<file path="config.mk">
export PLATFORM = sky130hd
export DESIGN_NAME = apb_master_ctrl
export DESIGN_NICKNAME = d
export VERILOG_FILES = /design/src/rtl/apb_master_ctrl.sv
export SDC_FILE = /design/constraint.sdc
export NUM_CORES = 1
export LEC_CHECK = 0
export CORE_MARGIN = 4
export CORE_UTILIZATION = 50
export CTS_CLUSTER_DIAMETER = 120
export DETAILED_ROUTE_END_ITERATION = 6
export DONT_BUFFER_PORTS = 1
export SLEW_MARGIN = 5
export SYNTH_ARGS = -nofsm -noshare
export SYNTH_HDL_FRONTEND = slang
export SYNTH_SLANG_ARGS = --single-unit
</file>
<file path="constraint.sdc">
create_clock -name clk -period 2.2 [get_ports clk]
set_input_delay 0.22 -clock clk [delete_from_list [all_inputs] [get_ports clk]]
set_output_delay 0.22 -clock clk [all_outputs]
set_load 0.005 [all_outputs]
</file>
<file path="src/rtl/apb_master_ctrl.sv">
// -----------------------------------------------------------------------------
// apb_master_ctrl
//
// Purpose:
//   Runs one APB transfer per core command. The decoder supplies the device
//   index, register address and write data. The controller drives the APB
//   SETUP and ACCESS phases and waits for pready. It then returns read data or
//   an error to the core as a single-cycle response. A slave that holds pready
//   low for TIMEOUT ACCESS cycles is abandoned and reported as an error.
//
// Handshake:
//   A command transfers on a rising edge where cmd_valid && cmd_ready.
//   cmd_ready is high only in IDLE. While cmd_ready is low, cmd_* is ignored.
//   The response is a one-cycle rsp_valid pulse with no backpressure.
//   rsp_rdata and rsp_err are meaningful only while rsp_valid is high.
//
// Ports:
//   clk, rst_n        clock, asynchronous active-low reset
//   cmd_valid/ready   command handshake
//   cmd_write         1 = write, 0 = read
//   cmd_device        target slave index (4 bits)
//   cmd_addr          register address (ADDR_W)
//   cmd_wdata         write data (DATA_W)
//   rsp_valid         one-cycle completion pulse
//   rsp_rdata         read data; 0 for writes and for errors
//   rsp_err           slave error, bad device or timeout
//   psel..pwdata      APB master outputs (psel is one-hot, NUM_DEV wide)
//   prdata, pready,
//   pslverr           APB slave returns
//   dbg_state         current FSM state (IDLE=0, SETUP=1, ACCESS=2, RESP=3)
// -----------------------------------------------------------------------------
module apb_master_ctrl #(
    parameter int NUM_DEV = 4,
    parameter int ADDR_W  = 8,
    parameter int DATA_W  = 8,
    parameter int TIMEOUT = 15
) (
    input  logic              clk,
    input  logic              rst_n,
    input  logic              cmd_valid,
    output logic              cmd_ready,
    input  logic              cmd_write,
    input  logic [3:0]        cmd_device,
    input  logic [ADDR_W-1:0] cmd_addr,
    input  logic [DATA_W-1:0] cmd_wdata,
    output logic              rsp_valid,
    output logic [DATA_W-1:0] rsp_rdata,
    output logic              rsp_err,
    output logic [NUM_DEV-1:0] psel,
    output logic              penable,
    output logic              pwrite,
    output logic [ADDR_W-1:0] paddr,
    output logic [DATA_W-1:0] pwdata,
    input  logic [DATA_W-1:0] prdata,
    input  logic              pready,
    input  logic              pslverr,
    output logic [1:0]        dbg_state
);

    // The counter only needs to reach TIMEOUT-1.
    localparam int CNT_W = (TIMEOUT > 1) ? $clog2(TIMEOUT) : 1;
    localparam logic [CNT_W-1:0] CNT_LAST = CNT_W'(TIMEOUT - 1);

    typedef enum logic [1:0] {
        IDLE   = 2'd0,
        SETUP  = 2'd1,
        ACCESS = 2'd2,
        RESP   = 2'd3
    } state_t;

    state_t             state;
    logic [CNT_W-1:0]   wait_cnt;
    logic               dev_ok;
    logic [NUM_DEV-1:0] dev_onehot;

    assign cmd_ready = (state == IDLE);
    assign dbg_state = state;

    // Out-of-range device indices never reach the bus.
    assign dev_ok = (int'(cmd_device) < NUM_DEV);

    always_comb begin
        dev_onehot = '0;
        for (int i = 0; i < NUM_DEV; i++) begin
            if (int'(cmd_device) == i) begin
                dev_onehot[i] = 1'b1;
            end
        end
    end

    // All bus and response outputs are registered. psel is loaded at accept,
    // so it is already valid during the SETUP cycle.
    always_ff @(posedge clk or negedge rst_n) begin
        if (!rst_n) begin
            state     <= IDLE;
            psel      <= '0;
            penable   <= 1'b0;
            pwrite    <= 1'b0;
            paddr     <= '0;
            pwdata    <= '0;
            rsp_valid <= 1'b0;
            rsp_rdata <= '0;
            rsp_err   <= 1'b0;
            wait_cnt  <= '0;
        end else begin
            case (state)
                IDLE: begin
                    if (cmd_valid) begin
                        pwrite <= cmd_write;
                        paddr  <= cmd_addr;
                        pwdata <= cmd_wdata;
                        if (dev_ok) begin
                            psel  <= dev_onehot;
                            state <= SETUP;
                        end else begin
                            rsp_valid <= 1'b1;
                            rsp_err   <= 1'b1;
                            rsp_rdata <= '0;
                            state     <= RESP;
                        end
                    end
                end

                SETUP: begin
                    penable <= 1'b1;
                    state   <= ACCESS;
                end

                ACCESS: begin
                    if (pready) begin
                        // A completed transfer has priority over the timeout.
                        psel      <= '0;
                        penable   <= 1'b0;
                        rsp_valid <= 1'b1;
                        rsp_err   <= pslverr;
                        rsp_rdata <= (pwrite || pslverr) ? '0 : prdata;
                        state     <= RESP;
                    end else if (wait_cnt == CNT_LAST) begin
                        psel      <= '0;
                        penable   <= 1'b0;
                        rsp_valid <= 1'b1;
                        rsp_err   <= 1'b1;
                        rsp_rdata <= '0;
                        state     <= RESP;
                    end else begin
                        wait_cnt <= wait_cnt + 1'b1;
                    end
                end

                RESP: begin
                    rsp_valid <= 1'b0;
                    wait_cnt  <= '0;
                    state     <= IDLE;
                end

                default: begin
                    psel      <= '0;
                    penable   <= 1'b0;
                    rsp_valid <= 1'b0;
                    wait_cnt  <= '0;
                    state     <= IDLE;
                end
            endcase
        end
    end

endmodule

</file>
==> impl_metrics.json, run 1 <==
{
  "cpMaxStageDelayCell": "sky130_fd_sc_hd__dfrtp_1",
  "die_y_um": 67.3,
  "synth_area_leader_cell": "sky130_fd_sc_hd__dfrtp_1",
  "clock.fmax_ghz": 0.516,
  "io-pin-count": 69,
  "routedWlPerCell_um": 16.4,
  "mappedNetlistArea_um2": 1760,
  "critical_path.n_buffers_inverters": 1,
  "number_of_buffers_inserted_by_post_cts_setup_repair": 0,
  "initialDrtViolationCount": 52,
  "clk_latency_ns": 0.34,
  "initial_core_util_pct": 52.3,
  "grt_start_max_net_pins": 39,
  "cts_num_sinks": 38,
  "min_period_over_period_pct": 88.1,
  "synth_enable_flop_cells": 0,
  "number_of_vias_per_cell_after_detailed_routing": 5.50,
  "synth_sequential_area_ratio_pct": 54.0,
  "grt_pass1_wl_um": 5380,
  "post_synthesis_cell_count": 146,
  "io_buffers": 0,
  "area_delta_synth_final_pct": 14.5,
  "hold-path-endpoint": "rsp_rdata[2]",
  "nNetsFinal": 200,
  "grt_antenna_before_repair": 0,
  "clock-skew-final_ns": 0.00646,
  "grt_setup_unrepaired": "no",
  "drt_pass1_iterations": 4,
  "most_common_flop_cell_mapped_by_yosys": "sky130_fd_sc_hd__dfrtp_1",
  "critPathMaxFanout": 9,
  "final_cells": 207,
  "layout_min_cycle_time_ns": 1.94,
  "ys_async_sr_fraction_pct": 100,
  "max_slew.worst_pin.slew_ns": 0.477,
  "setup-violations-final": 0,
  "timing.critical_path.to_type": "flip-flop",
  "rows": 21,
  "power_per_unit_of_standard_cell_area_nw_per_um2": 1370,
  "clk_path_buf_depth": 2,
  "finalSetupTns_ns": 0,
  "endpoint_arrival_time_on_the_critical_path_ns": 2.20,
  "cpLargestDelayFamily": "multiplexers",
  "worstSetupStartpointType": "flip-flop",
  "die_area_um2": 4530,
  "synth.top_cells.by_area": "sky130_fd_sc_hd__dfrtp_1, sky130_fd_sc_hd__mux2_2, sky130_fd_sc_hd__mux2i_1, sky130_fd_sc_hd__ha_1, sky130_fd_sc_hd__inv_1",
  "dp_worst_setup_slack_ns": 0.157,
  "fraction_of_layout_cells_with_a_size_suffix_above_1_pct": 23.6,
  "h-tree-depth": 2,
  "synth.top_cell.area_share_pct": 54.0,
  "path_class": "reg -> reg",
  "status": "finished, final reports clean",
  "hp-class": "in -> reg",
  "final_max_slew_viol_count": 0,
  "synthesis.yosys.warnings": 0,
  "cts.root.buffer_cell": "sky130_fd_sc_hd__clkbuf_4",
  "timing.max_cap.violations": 0,
  "via_count": 1138,
  "worstReg2RegStart": "dbg_state[1]",
  "worst_r2r_path_depth": 6,
  "peak_supply_drop_uv": 705,
  "post_placement_cell_count": 190,
  "routabilityCongestion": 0.824,
  "setup_slack_ns": 0.261,
  "ff2ff_setup_slack_ns": 0.26,
  "regToRegEndpoint": "rsp_rdata[5]",
  "hpwlAfterDp_um": 2570,
  "hold_path.startpoint": "prdata[2]",
  "drtAntennaViolNets": 0,
  "route.final.wire_length_um": 3390,
  "worst_ep_required_time_ns": 2.46,
  "syn_avg_cell_area_um2": 12.1,
  "first_global_vias": 1218,
  "insertedDiodeCount": 0,
  "grt_usage_pct": 16.2,
  "p_leak_uw": 0.000924,
  "core_region_area_um2": 3360,
  "slew_headroom_pct": 68.1,
  "ys_seq_elements": 38,
  "post-route-util_pct": 59.9,
  "timing_hold_violations_final": 0,
  "net_count_synth": 186,
  "post_synth_num_cell_types": 34,
  "clkTransAtPathRegs_ns": 0.11,
  "holdPathStages": 2,
  "tritoncts": "built",
  "critPathMaxStageDelay_ns": 0.47,
  "final_global_route_overflow_total": 0,
  "post-route-drc-count": 0,
  "hold_slack_ns": 0.00370,
  "die_span_in_x_um": 67.3,
  "tritoncts.num_buffers": 5,
  "crit_path_cell_trace": "inv_1 > ha_1 > mux2i_2 > a21oi_1 > nand2_2 > mux2i_1"
}
-- worst reg2reg max path, delay by kind of cell (launching register included) --
kind / cells / cell delay (ns)
buffers and inverters: 1 / 0.14
adder cells (fa/ha/maj): 1 / 0.33
flip-flops: 1 / 0.47
AO/OA/AOI/OAI: 1 / 0.10
AND/OR/NAND/NOR: 1 / 0.24
multiplexers: 2 / 0.58
-- worst max-delay path by stage --
stage	from	endpoint	slack [ns]	cells after the start
after detailed placement	dbg_state[0]	rsp_rdata[0]	0.16	6
after global placement	dbg_state[0]	psel[2]	0.27	6
after CTS	dbg_state[0]	rsp_rdata[0]	0.13	6
after global routing	dbg_state[0]	rsp_rdata[5]	0.08	6
after floorplan	dbg_state[0]	psel[0]	0.45	6
final	dbg_state[1]	rsp_rdata[5]	0.26	6
-- sequential cells by signal (all words and copies together), names as in the netlist --
name / cells
rsp_err: 1
penable: 1
pwdata: 8
psel: 4
rsp_valid: 1
paddr: 8
wait_cnt: 4
pwrite: 1
dbg_state: 2
rsp_rdata: 8
-- metal layers --
layer	vias to the layer above	wire length, um	GRT usage [%]	part of all wire, %
met4	0	53	6.08	1.6
li1	532	-	-	-
met1	543	1340	19.0	40
met5	-	0	0	0
met2	55	1620	25.0	48
met3	8	380	8.65	11
-- cells in the mapped netlist (all sizes together) (2+ instances only) --
cell type and n:
a21oi 4, buf 3, dfrtp 38, ha 6
inv 15, mux2 22, mux2i 9, nand2 16
nand3 2, nor2 5, nor3 3, nor4 2
o211ai 2, o21ai 2, o31ai 2
-- placed cells by master (no fill, tap or decap), drive strengths merged, types with 3 or more instances in the layout --
| cell type | Yosys | layout |
|---|---|---|
| clkbuf | 0 | 6 |
| dlygate4sd3 | 0 | 8 |
| nand2 | 16 | 16 |
| nor3 | 3 | 3 |
| a21oi | 4 | 4 |
| nor2 | 5 | 5 |
| mux2 | 22 | 22 |
| inv | 15 | 15 |
| ha | 6 | 6 |
| dfrtp | 38 | 38 |
| mux2i | 9 | 9 |
-- cells by family (layout without fill, tap and decap cells) --
group / count (synthesis) / count (layout) / share of synthesized area, %
AOI/OAI and AO/OA: 18 / 18 / 8.03
adders and majority gates: 6 / 6 / 4.26
muxes: 31 / 31 / 19.4
and+or+nand+nor: 35 / 35 / 9.74
buffers and inverters: 18 / 33 / 4.55
DFF: 38 / 38 / 54.0
-- what timing repair did --
action	in CTS	in global routing
hold buffers	6	3
resized for setup	0	1
setup endpoints to repair	0	6
endpoints found under the hold margin	42	3
-- where the power goes --
part | internal (uW) | switching [uW] | total [uW]
clock network | 385 | 223 | 608
registers | 978 | 239 | 1220
logic | 473 | 462 | 935
total | 1840 | 924 | 2760
-- final cells by class --
class,instances,area [um^2]
Fill cell,292,1350
Clock inverter,2,60.1
Timing Repair Buffer,10,108
Inverter,15,56.3
Multi-Input combinational cell,90,732
Tap cell,46,57.6
Sequential cell,38,951
Clock buffer,6,51.3
-- metrics by stage --
step           cell area (um^2)  total power (uW)
3_5_place_dp               1800              2150
3_3_place_gp               1800              2110
6_report                   2020              2760
4_1_cts                    1980              2790
5_1_grt                    2020              2960
2_1_floorplan              1760              1950
No activity file was read; power rests on OpenSTA's default activity.
==> inputs of run 2 (changes only) <==
GPL_ROUTABILITY_DRIVEN = 0   (was unset)
==> results of run 2 <==
The final DEF is identical to that of run 1; final timing and power are the same.
==> patch 1: new RTL, settings of run 1 <==
Set the parameter `DATA_W` to 12 (it was 8).
--- a/src/rtl/apb_master_ctrl.sv
+++ b/src/rtl/apb_master_ctrl.sv
@@ -34,3 +34,3 @@
     parameter int ADDR_W  = 8,
-    parameter int DATA_W  = 8,
+    parameter int DATA_W  = 12,
     parameter int TIMEOUT = 15
Ports: changed (resized cmd_wdata, prdata, pwdata and rsp_rdata); port bits go from 69 to 85. No check against the original RTL was run, so the function may have changed too.
==> patch 1 against run 1 <==
- worst hold slack better by 0.050 ns
- total power grew 15%
- sequential share of layout area increased by 4.1 points
- final cell count fell by 2.4%
- area after synthesis up 16%
- sequential power grew 26%
- combinational power increased by 12%
- sequential cell count rose by 8
- worst setup slack improved by 0.010 ns
- cell area is 11% higher
- non-clock buffer count decreased by 3
- routed wire length up 24%
==> patch 1: results (changes against run 1) <==
metric,value,unit,change
status,"complete, no violations",,
Post-CTS Setup Inserts,0,,unchanged
peak supply drop,0.000617,V,-12%
post-synthesis sequential area ratio,56.4,%,+2.4 points
reg2reg path depth,5,,-1
drt first-iter violations,76,,+46%
"top cells by count, synth","dfrtp_1 (46), mux2_2 (22), a22o_1 (13), ha_1 (6), inv_1 (6)",,
WL met1,1740,µm,+30%
Placer Congestion,0.769,,-6.7%
drt total wl,4210,µm,+24%
pre-CTS setup slack,0.107,ns,-0.0506 ns
cts hold-fix bufs,2,,-4
first-pass GRT wire length,6700,µm,+24%
# nets final,201,,+0.50%
largest net degree at the start of global routing,47,,+21%
clk_lat worst skew,0.30,ns,-0.04 ns
vias in the first global route,1320,,+8.4%
placed instance area,2100,µm²,+16%
"top cells by area, synth","dfrtp_1 (56%), mux2_2 (12%), a22o_1 (5.6%)",,
post-synth net total,193,,+3.8%
Worst setup endpoint,rsp_rdata[0]$_DFFE_PN0P_,,
met3 routed WL,435,µm,+14%
clock skew,0.00452,ns,-0.00194 ns
Vias/cell,6.11,,+11%
met2 wire len,1970,µm,+21%
met3 Use GR,7.62,%,-1.0 points
HPWL Detailed,3090,µm,+20%
total global-route track usage,16.5,%,+0.27 points
Gate Count Post-Synth,145,,-0.68%
post-synth cell types,39,,+15%
met1 Usage GRT,20.5,%,+1.6 points
largest fanout on the critical path,12,,+3
registers with the most flip-flops,"pwdata (12), rsp_rdata (12), paddr (8)",,
fmax,519,MHz,+0.53%
"Reg clk slew, reported paths",0.08,ns,-0.03 ns
fillcell total,313,,+7.2%
routed len/inst,20.8,µm,+27%
"delay-heaviest family, CP",compound AO/OA/AOI/OAI gates,,
share of cells above drive strength 1,29.2,%,+5.6 points
P_leak,1.04,nW,+13%
post-route cell area,2250,µm²,+11%
CTS Root Cell,clkbuf_8,,
## patch 1: cell count changes after synthesis, sizes merged, moves of 2 or more
cell           run 1  this run
buf                3         6
mux2              22        26
nand2             16         2
dfrtp             38        46
nor2               5         1
nor3b              0         2
inv               15         6
o211ai             2         0
o221ai             0         2
a22o               1        13
mux2i              9         0
## patch 1: how the worst min path moves through the flow
stage | end | slack (ns) | cells after the start | start
finish | rsp_rdata[3]$_DFFE_PN0P_ | 0.05 | 1 | prdata[3]
global route | rsp_rdata[8]$_DFFE_PN0P_ | 0.04 | 1 | prdata[8]
CTS | rsp_rdata[8]$_DFFE_PN0P_ | 0.05 | 1 | prdata[8]
detailed placement | penable$_DFFE_PN0P_ | -0.07 | 0 | rst_n
global placement | dbg_state[0]$_DFFE_PN0P_ | -0.07 | 0 | rst_n
floorplan | dbg_state[0]$_DFFE_PN0P_ | -0.08 | 0 | rst_n
## patch 1: report_power, final
| group | leakage, nW | switching, mW | internal, mW |
|---|---|---|---|
| clock | 0.0544 | 0.281 | 0.288 |
| sequential | 0.577 | 0.326 | 1.22 |
| combinational | 0.409 | 0.499 | 0.550 |
## patch 1: cells by family (layout without fill, tap and decap cells)
logic type               Yosys count  in the layout  synth area share, %
AND/OR/NAND/NOR                   19             19                 7.35
adder cells (fa/ha/maj)            6              6                 3.68
buffers and inverters             12             21                 3.19
flip-flops                        46             46                 56.4
AO/OA/AOI/OAI                     36             36                 15.1
multiplexers                      26             26                 14.3
## patch 1: cell type report
type	count	share of cell area [%]
clock buffer	7	4.29
clock inverter	1	0.390
tap	48	2.67
sequential	46	51.3
multi-input combinational	87	37.0
timing repair buffer	7	3.34
inverter	6	1.00
==> patch 2: new RTL, flow settings as in run 1 <==
Made on the original files. Register the output `dbg_state` once more, cleared by the reset; this adds one clock of latency there. The other outputs are not delayed to match.
--- a/src/rtl/apb_master_ctrl.sv
+++ b/src/rtl/apb_master_ctrl.sv
@@ -76,3 +76,9 @@
     assign cmd_ready = (state == IDLE);
-    assign dbg_state = state;
+    always_ff @(posedge clk or negedge rst_n) begin
+        if (!rst_n) begin
+            dbg_state <= '0;
+        end else begin
+            dbg_state <= state;
+        end
+    end
 
Formal check against the unedited RTL: not equivalent (Yosys sat finds a counterexample within 4 cycles, from zero or initial values and one cycle with rst_n low).
==> patch 2 against run 1 <==
- total power grew 0.93%
- routed wire length is 3.4% higher
- highest routed layer unchanged
- sequential cell count is 2 higher
- cell area barely moved
- first-iteration DRC count is 27% lower
- largest cell class unchanged
- critical path depth fell by 1
- area after synthesis rose by 4.5%
- sequential share of layout area is 2.5 points higher
- worst setup slack lost 0.032 ns
==> patch 2: results (changes against run 1) <==
metric,value,unit,change
HPWL Detailed,2670,µm,+3.7%
Tightest Pin Transition,0.492,ns,+0.0156 ns
largest fanout on the critical path,7,,-2
first-pass GRT wire length,5620,µm,+4.5%
Worst Hold Endpoint,pwdata[5]$_DFFE_PN0P_,,
"top cells by count, synth","dfrtp_1 (40), mux2_2 (18), a21bo_2 (8), nand4_1 (8), nand2_1 (7)",,
vias,1168,,+2.6%
R2R setup slack,0.23,ns,-0.03 ns
P_leak,0.893,nW,-3.3%
reg2reg path depth,5,,-1
drt total wl,3510,µm,+3.4%
Hold Path Origin,cmd_wdata[5],,
clk_lat worst skew,0.29,ns,-0.05 ns
peak supply drop,0.000600,V,-15%
drt first-iter violations,38,,-27%
Arrival @ worst endpoint,2.14,ns,-0.06 ns
Reg2Reg Capture Point,psel[0]$_DFFE_PN0P_,,
fillcell total,284,,-2.7%
CP startpoint,state[1]$_DFFE_PN0P_,,
"top cells by area, synth","dfrtp_1 (54%), mux2_2 (11%), a21bo_2 (4.4%)",,
placed instance area,1910,µm²,+5.8%
clock skew,0.00928,ns,+0.00281 ns
CP max stage cell,a2111oi_4,,
share of cells above drive strength 1,33.3,%,+9.7 points
Placer Congestion,0.751,,-8.9%
largest net degree at the start of global routing,41,,+5.1%
CTS Root Cell,clkbuf_8,,
post-synth net total,177,,-4.8%
status,"complete, no violations",,
crit-path max cell delay,0.48,ns,
Hold Crit Depth,1,,-1
Clk network pwr share,16.3,%,-5.7 points
post-synth cell types,36,,+5.9%
post-synthesis sequential area ratio,54.4,%,+0.41 points
# nets final,187,,-6.5%
==> patch 2: changes by cell type after synthesis, sizes merged, moves of 2 or more <==
cell            run 1  this run
a2111oi             0         2
a21bo               0         8
nand4               0         8
mux2i               9         0
inv                15         6
nand2              16         8
a21oi               4         2
dfrtp              38        40
==> patch 2: layer usage <==
layer,global-route usage (%),share of wire [%],up-vias
li1,-,-,524
met1,20.5,40,591
met4,5.46,1.5,0
met5,0,0,-
met2,25.9,50,47
met3,6.65,9.3,6
==> patch 2: worst max-delay path, delay by kind of cell (launching register included) <==
family | cells | cell delay, ns
and+or+nand+nor | 1 | 0.13
adders and majority gates | 1 | 0.33
AOI/OAI and AO/OA | 1 | 0.48
muxes | 1 | 0.36
buffers and inverters | 1 | 0.12
DFF | 1 | 0.43
==> patch 2: logic make-up (layout without fill, tap and decap cells) <==
kind of cell,Yosys count,count (layout),synth area share [%]
buffers and inverters,10,20,2.79
flip-flops,40,40,54.4
adder cells (fa/ha/maj),6,6,4.08
AO/OA/AOI/OAI,24,24,12.7
multiplexers,23,23,14.3
AND/OR/NAND/NOR,34,34,11.7
==> patch 2: timing repair <==
action                                 4_1_cts  5_1_grt
resized for setup                            0        0
endpoints found under the hold margin       40        0
hold buffers                                 2        0
==> patch 2: how the worst max path moves through the flow <==
stage / end / slack [ns] / cells after the start
global route: rsp_rdata[1]$_DFFE_PN0P_ / 0.05 / 7
detailed placement: psel[3]$_DFFE_PN0P_ / 0.22 / 5
CTS: psel[3]$_DFFE_PN0P_ / 0.21 / 5
floorplan: rsp_err$_DFFE_PN0P_ / 0.37 / 7
global placement: psel[0]$_DFFE_PN0P_ / 0.31 / 5
finish: psel[0]$_DFFE_PN0P_ / 0.23 / 5
==> patch 2: final cells by class <==
class                           instances  share of cell area, %
Tap cell                               46                   2.85
Inverter                                6                   1.12
Multi-Input combinational cell         87                   39.0
Clock buffer                            5                   3.41
Clock inverter                          2                  0.620
Timing Repair Buffer                    7                   3.35
Sequential cell                        40                   49.6
==> patch 2: through the flow <==
step	instances	power (mW)	utilization, %	setup slack, ns
after floorplan	137	2.08	-	0.371
after global placement	184	2.29	55.4	0.305
after detailed placement	184	2.34	55.4	0.217
after CTS	193	2.82	58.6	0.207
after global routing	193	3.01	58.6	0.0504
final	193	2.79	58.6	0.229
==> patch 2: power groups by stage <==
stage | clock, mW | sequential (mW) | combinational (mW)
5_1_grt | 0.495 | 1.33 | 1.19
3_3_place_gp | 0 | 1.29 | 1.00
3_5_place_dp | 0 | 1.30 | 1.04
2_1_floorplan | 0 | 1.23 | 0.855
6_report | 0.454 | 1.28 | 1.05
4_1_cts | 0.467 | 1.29 | 1.07
